File: config.mk
export PLATFORM = sky130hd
export DESIGN_NAME = mem_stage_flat
export DESIGN_NICKNAME = d
export VERILOG_FILES = /design/src/rtl/mem_stage_if.sv /design/src/rtl/mem_stage.sv /design/src/flat_wrapper.sv
export SDC_FILE = /design/constraint.sdc
export NUM_CORES = 1
export LEC_CHECK = 0
export ABC_CLOCK_PERIOD_IN_PS = 2150
export BUFFER_PORTS_ARGS = -buffer_cell sky130_fd_sc_hd__buf_2
export CAP_MARGIN = 20
export CORE_MARGIN = 2
export CORE_UTILIZATION = 40
export CTS_BUF_LIST = sky130_fd_sc_hd__clkbuf_16
export DETAILED_ROUTE_END_ITERATION = 6
export PLACE_DENSITY_LB_ADDON = 0.05
export SETUP_SLACK_MARGIN = 0.5
export SLEW_MARGIN = 20
export SYNTH_ARGS = -nofsm -noshare
export SYNTH_HDL_FRONTEND = slang
export SYNTH_SLANG_ARGS = --single-unit
File: constraint.sdc
create_clock -name clk -period 2.15 [get_ports clk]
set_clock_uncertainty 0.2 [all_clocks]
set_input_delay 0.215 -clock clk [delete_from_list [all_inputs] [get_ports clk]]
set_output_delay 0.215 -clock clk [all_outputs]
set_load 0.05 [all_outputs]
File: src/rtl/mem_stage_if.sv
// Data-memory request/acknowledge bus between the MEM pipeline stage and data memory.
// The master drives the request; the slave answers with ack and read data.
interface mem_stage_if;
    logic        req;
    logic        we;
    logic [31:0] addr;
    logic [31:0] wdata;
    logic        ack;
    logic [31:0] rdata;

    modport master (output req, output we, output addr, output wdata, input ack, input rdata);
    modport slave  (input req, input we, input addr, input wdata, output ack, output rdata);
endinterface

File: src/rtl/mem_stage.sv
// MEM pipeline stage: EX/MEM register, branch resolution, and load/store over a req/ack bus.
// Optional MEM_STALL_STATS_EN adds perf_stall_cnt, a wrapping count of stall cycles.
module mem_stage #(
    parameter int unsigned TIMEOUT = 16,
    parameter int unsigned CNT_W   = 5
) (
    input  logic        clk,
    input  logic        rst,
    input  logic        ex_wreg,
    input  logic        ex_m2reg,
    input  logic        ex_wmem,
    input  logic        ex_branch,
    input  logic        ex_zero,
    input  logic [31:0] ex_aluR,
    input  logic [31:0] ex_inB,
    input  logic [31:0] ex_pc,
    input  logic [4:0]  ex_destR,
    input  logic [3:0]  EXE_ins_type,
    input  logic [3:0]  EXE_ins_number,
    output logic        mem_wreg,
    output logic        mem_m2reg,
    output logic [31:0] mem_aluR,
    output logic [31:0] mem_mdata,
    output logic [4:0]  mem_destR,
    output logic        mem_pcsrc,
    output logic [31:0] mem_pc,
    output logic        mem_stall,
    output logic        mem_err,
    output logic [3:0]  MEM_ins_type,
    output logic [3:0]  MEM_ins_number,
    mem_stage_if.master dmem
`ifdef MEM_STALL_STATS_EN
    ,
    output logic [31:0] perf_stall_cnt
`endif
);

    localparam logic [1:0] StIdle   = 2'd0;
    localparam logic [1:0] StAccess = 2'd1;
    localparam logic [1:0] StDone   = 2'd2;

    logic [1:0]       state_q, state_d;
    logic [CNT_W-1:0] cnt_q, cnt_d;
    logic             mem_wmem, mem_branch, mem_zero;
    logic [31:0]      mem_inB;
    logic             in_access, timeout_hit;

    assign in_access   = (state_q == StAccess);
    // Ack on the final allowed cycle still completes the access normally.
    assign timeout_hit = in_access && !dmem.ack && (cnt_q == CNT_W'(TIMEOUT - 1));

    assign mem_stall  = in_access;
    assign mem_pcsrc  = mem_branch & mem_zero;
    assign dmem.req   = in_access;
    assign dmem.we    = in_access & mem_wmem;
    assign dmem.addr  = mem_aluR;
    assign dmem.wdata = mem_inB;

    always_comb begin
        state_d = state_q;
        cnt_d   = cnt_q;
        case (state_q)
            StIdle, StDone: begin
                if (ex_m2reg || ex_wmem) begin
                    state_d = StAccess;
                    cnt_d   = '0;
                end else begin
                    state_d = StIdle;
                end
            end
            StAccess: begin
                if (dmem.ack || timeout_hit) begin
                    state_d = StDone;
                end else begin
                    cnt_d = cnt_q + 1'b1;
                end
            end
            default: state_d = StIdle;
        endcase
    end

    // EX/MEM register; frozen while an access is pending.
    always_ff @(posedge clk or negedge rst) begin
        if (!rst) begin
            mem_wreg       <= 1'b0;
            mem_m2reg      <= 1'b0;
            mem_wmem       <= 1'b0;
            mem_branch     <= 1'b0;
            mem_zero       <= 1'b0;
            mem_aluR       <= '0;
            mem_inB        <= '0;
            mem_pc         <= '0;
            mem_destR      <= '0;
            MEM_ins_type   <= '0;
            MEM_ins_number <= '0;
        end else if (!mem_stall) begin
            mem_wreg       <= ex_wreg;
            mem_m2reg      <= ex_m2reg;
            mem_wmem       <= ex_wmem;
            mem_branch     <= ex_branch;
            mem_zero       <= ex_zero;
            mem_aluR       <= ex_aluR;
            mem_inB        <= ex_inB;
            mem_pc         <= ex_pc;
            mem_destR      <= ex_destR;
            MEM_ins_type   <= EXE_ins_type;
            MEM_ins_number <= EXE_ins_number;
        end else if (timeout_hit) begin
            mem_wreg <= 1'b0;
        end
    end

    always_ff @(posedge clk or negedge rst) begin
        if (!rst) begin
            state_q   <= StIdle;
            cnt_q     <= '0;
            mem_err   <= 1'b0;
            mem_mdata <= '0;
        end else begin
            state_q <= state_d;
            cnt_q   <= cnt_d;
            if (in_access && dmem.ack) begin
                // A combined m2reg+wmem op behaves as a store and leaves mdata alone.
                if (mem_m2reg && !mem_wmem) mem_mdata <= dmem.rdata;
            end else if (timeout_hit) begin
                mem_err   <= 1'b1;
                mem_mdata <= '0;
            end
        end
    end

`ifdef MEM_STALL_STATS_EN
    always_ff @(posedge clk or negedge rst) begin
        if (!rst) begin
            perf_stall_cnt <= '0;
        end else if (mem_stall) begin
            perf_stall_cnt <= perf_stall_cnt + 32'd1;
        end
    end
`endif

endmodule
File: src/flat_wrapper.sv
// flat-port wrapper written by rule: the top's interface ports become plain ports
module mem_stage_flat 
#(
    parameter int unsigned TIMEOUT = 16,
    parameter int unsigned CNT_W   = 5
)
  (clk, rst, ex_wreg, ex_m2reg, ex_wmem, ex_branch, ex_zero, ex_aluR, ex_inB, ex_pc, ex_destR, EXE_ins_type, EXE_ins_number, mem_wreg, mem_m2reg, mem_aluR, mem_mdata, mem_destR, mem_pcsrc, mem_pc, mem_stall, mem_err, MEM_ins_type, MEM_ins_number, dmem_req, dmem_we, dmem_addr, dmem_wdata, dmem_ack, dmem_rdata);
  mem_stage_if dmem_i ();
  input  logic clk;
  input  logic rst;
  input  logic ex_wreg;
  input  logic ex_m2reg;
  input  logic ex_wmem;
  input  logic ex_branch;
  input  logic ex_zero;
  input  logic [31:0] ex_aluR;
  input  logic [31:0] ex_inB;
  input  logic [31:0] ex_pc;
  input  logic [4:0] ex_destR;
  input  logic [3:0] EXE_ins_type;
  input  logic [3:0] EXE_ins_number;
  output logic mem_wreg;
  output logic mem_m2reg;
  output logic [31:0] mem_aluR;
  output logic [31:0] mem_mdata;
  output logic [4:0] mem_destR;
  output logic mem_pcsrc;
  output logic [31:0] mem_pc;
  output logic mem_stall;
  output logic mem_err;
  output logic [3:0] MEM_ins_type;
  output logic [3:0] MEM_ins_number;
  output wire logic [$bits(dmem_i.req)-1:0] dmem_req;
  output wire logic [$bits(dmem_i.we)-1:0] dmem_we;
  output wire logic [$bits(dmem_i.addr)-1:0] dmem_addr;
  output wire logic [$bits(dmem_i.wdata)-1:0] dmem_wdata;
  input wire logic [$bits(dmem_i.ack)-1:0] dmem_ack;
  input wire logic [$bits(dmem_i.rdata)-1:0] dmem_rdata;
  assign dmem_req = dmem_i.req;
  assign dmem_we = dmem_i.we;
  assign dmem_addr = dmem_i.addr;
  assign dmem_wdata = dmem_i.wdata;
  assign dmem_i.ack = dmem_ack;
  assign dmem_i.rdata = dmem_rdata;
  mem_stage #(.TIMEOUT(TIMEOUT), .CNT_W(CNT_W)) u_core (.clk(clk), .rst(rst), .ex_wreg(ex_wreg), .ex_m2reg(ex_m2reg), .ex_wmem(ex_wmem), .ex_branch(ex_branch), .ex_zero(ex_zero), .ex_aluR(ex_aluR), .ex_inB(ex_inB), .ex_pc(ex_pc), .ex_destR(ex_destR), .EXE_ins_type(EXE_ins_type), .EXE_ins_number(EXE_ins_number), .mem_wreg(mem_wreg), .mem_m2reg(mem_m2reg), .mem_aluR(mem_aluR), .mem_mdata(mem_mdata), .mem_destR(mem_destR), .mem_pcsrc(mem_pcsrc), .mem_pc(mem_pc), .mem_stall(mem_stall), .mem_err(mem_err), .MEM_ins_type(MEM_ins_type), .MEM_ins_number(MEM_ins_number), .dmem(dmem_i));
endmodule
==> flow_summary.ini <==
[outcome]
status = complete, no violations

[sta]
slew_headroom_pct = 60.9
post-route-period-util_pct = 98.8
min_period_ns = 2.12
setup_viol = 0
finalHoldViolCount = 0
max_freq_mhz = 471
grt_setup_unrepaired = yes
drv_slew = 0
worst_pin_slew_ns = 0.586

[clock_tree]
cts_num_sinks = 154
cts.clk_slew.worst_paths_ns = 0.06
clk_latency_ns = 0.41
root_buffer = clkbuf_16
htreeDepth = 4
tritoncts = built
cts_buffer_depth = 2
cts_buffers = 17

[flow_run]
maxCapViolCount = 0

[setup_path]
crit_chain = ha_2, and3_4, ha_4, or4b_4, o21a_1, a211o_1
critPathKind = reg2reg
endpoint_kind = flop
required_ns = 2.25
critPathMaxFanout = 3
max_stage_delay_ns = 0.49
slowest_stage = or4b_4
cp.arrival_ns = 2.22
crit_path_start_kind = flop

[route]
routed_via_density = 4.58
drt_pass1_iterations = 4
initialDrtViolationCount = 272
drt_drc_violations_left = 0
ant_nets = 0
wl_um = 18600
wl_per_cell_um = 14.6
vias = 5840

[floorplanning]
core_sq_mm = 0.0146
io_pins = 329
dieArea_sq_mm = 0.0160
die_h_um = 126
start_util_pct = 41.1
die_x_um = 126
num_rows = 44

[grt]
grt_pass1_vias = 6042
overflow = 0
track_usage_pct = 23.6
grt_max_degree = 72
antenna_found_initial = 0
grt_pass1_wl_um = 30000

[logic_synthesis]
syn_area_sq_mm = 0.00599
syn_area_per_cell_sq_um = 9.67
ys_seq_area_share_pct = 64.3
synth_cells = 620
ys_ff_latch = 154
netlist-cell-type-count = 26
yosys_warnings = 0
syn_nets = 771

[placement]
dp_hpwl_um = 11800
port_buffers = 328
place_inst = 1084
gp_congestion = 0.773
placed_area_sq_mm = 0.00768

[finish]
final_area_sq_mm = 0.0100
num_antenna_cells = 0
drive_gt1_share_pct = 36.1
stdcell_count = 1276
syn2layout_area_growth_pct = 66.8
nFillCells = 1140
nNetsFinal = 1230

[worst_hold_path]
min_path_type = in2async
worst max-delay path: cells and delay by family, from the launching register on:
kind                       cells  cell delay [ns]
AOI/OAI and AO/OA              2             0.41
adders and majority gates      2             0.34
DFF                            1             0.38
and+or+nand+nor                2             0.67
flip-flops by register name (all words and copies together), names as in the netlist:
name / cells
u_core.cnt_q: 5
u_core.dmem.wdata: 32
u_core.mem_destR: 5
u_core.mem_wreg: 1
u_core.mem_m2reg: 1
u_core.mem_pc: 32
u_core.mem_zero: 1
u_core.state_q: 2
u_core.mem_mdata: 32
u_core.mem_err: 1
u_core.mem_branch: 1
u_core.MEM_ins_type: 4
u_core.dmem.addr: 32
u_core.mem_wmem: 1
u_core.MEM_ins_number: 4
cells by family after synthesis:
family | after synthesis | synth area share [%]
and+or+nand+nor | 354 | 22.8
muxes | 1 | 0.167
adders and majority gates | 2 | 0.417
DFF | 154 | 64.3
buffers and inverters | 67 | 6.45
AOI/OAI and AO/OA | 42 | 5.87
metrics by stage:
step | TNS, ns | worst slack (ns) | hold WS, ns | utilization [%]
after CTS | -0.0118 | -0.0118 | 0.150 | 68.1
after detailed placement | -0.0109 | -0.0109 | 0.0355 | 52.7
after global routing | -0.299 | -0.0453 | 0.179 | 68.5
after global placement | 0 | 0.0140 | 0.0227 | 52.7
after floorplan | 0 | 0.00566 | -0.281 | -
final | 0 | 0.0250 | 0.131 | 68.5
cells in the mapped netlist:
library cell | instances | share of area (%)
nand2_1 | 338 | 21
dfrtp_1 | 154 | 64
a22o_1 | 33 | 4.8
buf_4 | 33 | 4.1
clkbuf_1 | 14 | 0.88
buf_2 | 9 | 0.75
buf_1 | 8 | 0.50
nor2_1 | 4 | 0.25
a21o_1 | 2 | 0.25
a21oi_1 | 2 | 0.17
and2_1 | 2 | 0.21
and3_1 | 2 | 0.21
ha_1 | 2 | 0.42
inv_1 | 2 | 0.13
nand2b_1 | 2 | 0.21
nand3_1 | 2 | 0.17
o21a_1 | 2 | 0.25
a211o_1 | 1 | 0.15
inv_2 | 1 | 0.063
mux2i_1 | 1 | 0.17
nand3b_1 | 1 | 0.13
nor3_1 | 1 | 0.083
nor4b_1 | 1 | 0.15
o21bai_1 | 1 | 0.13
o22ai_1 | 1 | 0.10
or4b_4 | 1 | 0.23
routing by layer:
metal | part of all wire, % | track usage [%] | vias up
li1 | - | - | 2834
met3 | 7.7 | 6.62 | 32
met2 | 51 | 41.0 | 223
met5 | 0 | 0 | -
met1 | 39 | 27.6 | 2751
met4 | 2.4 | 9.37 | 0
layout by cell type (no fill, tap or decap), types with 2 or more instances in the layout:
cell / netlist / routed
inv_1: 2 / 3
buf_4: 33 / 16
clkinvlp_4: 0 / 4
buf_16: 0 / 3
dlygate4sd3_1: 0 / 149
a21oi_1: 2 / 2
o21a_1: 2 / 2
clkinv_1: 0 / 3
nand3_1: 2 / 2
a22o_1: 33 / 33
buf_6: 0 / 3
nand2_1: 338 / 338
buf_2: 9 / 324
clkinv_2: 0 / 4
nor2_1: 4 / 3
buf_12: 0 / 8
bufinv_16: 0 / 2
nand2b_4: 0 / 2
dfrtp_1: 154 / 154
clkbuf_16: 0 / 17
worst paths after layout:
kind | start | end | slack, ns | depth (start not counted)
max | u_core.cnt_q[0] | u_core.cnt_q[3] | 0.03 | 6
min | rst | u_core.MEM_ins_type[0] | 0.13 | 2
max reg2reg | u_core.cnt_q[0] | u_core.cnt_q[3] | 0.03 | 6
min reg2reg | u_core.mem_zero | u_core.mem_zero | 0.25 | 2
max in group asynchronous | rst | u_core.MEM_ins_number[0] | 0.93 | 3
min in group clk | u_core.mem_zero | u_core.mem_zero | 0.25 | 2
area by class of cell:
| type | instances | area [sq um] | area share [%] |
|---|---|---|---|
| sequential | 154 | 3850 | 38.5 |
| timing repair buffer | 504 | 3520 | 35.3 |
| multi-input combinational | 399 | 1810 | 18.1 |
| clock buffer | 17 | 425 | 4.26 |
| tap | 184 | 230 | 2.30 |
| clock inverter | 15 | 134 | 1.34 |
| inverter | 3 | 23.8 | 0.238 |
repair_timing:
| action | in CTS | in global routing |
|---|---|---|
| hold endpoints to repair | 206 | 0 |
| hold buffers | 149 | 0 |
| setup buffers | 3 | 5 |
| setup endpoints to repair | 41 | 128 |
| gates cloned | 3 | 0 |
| gates resized for setup | 22 | 3 |
| pin swaps | 5 | 3 |
Power is left out: the tool's default activity adds up to more than one toggle a clock period on the data nets, which glitch-free logic cannot reach.
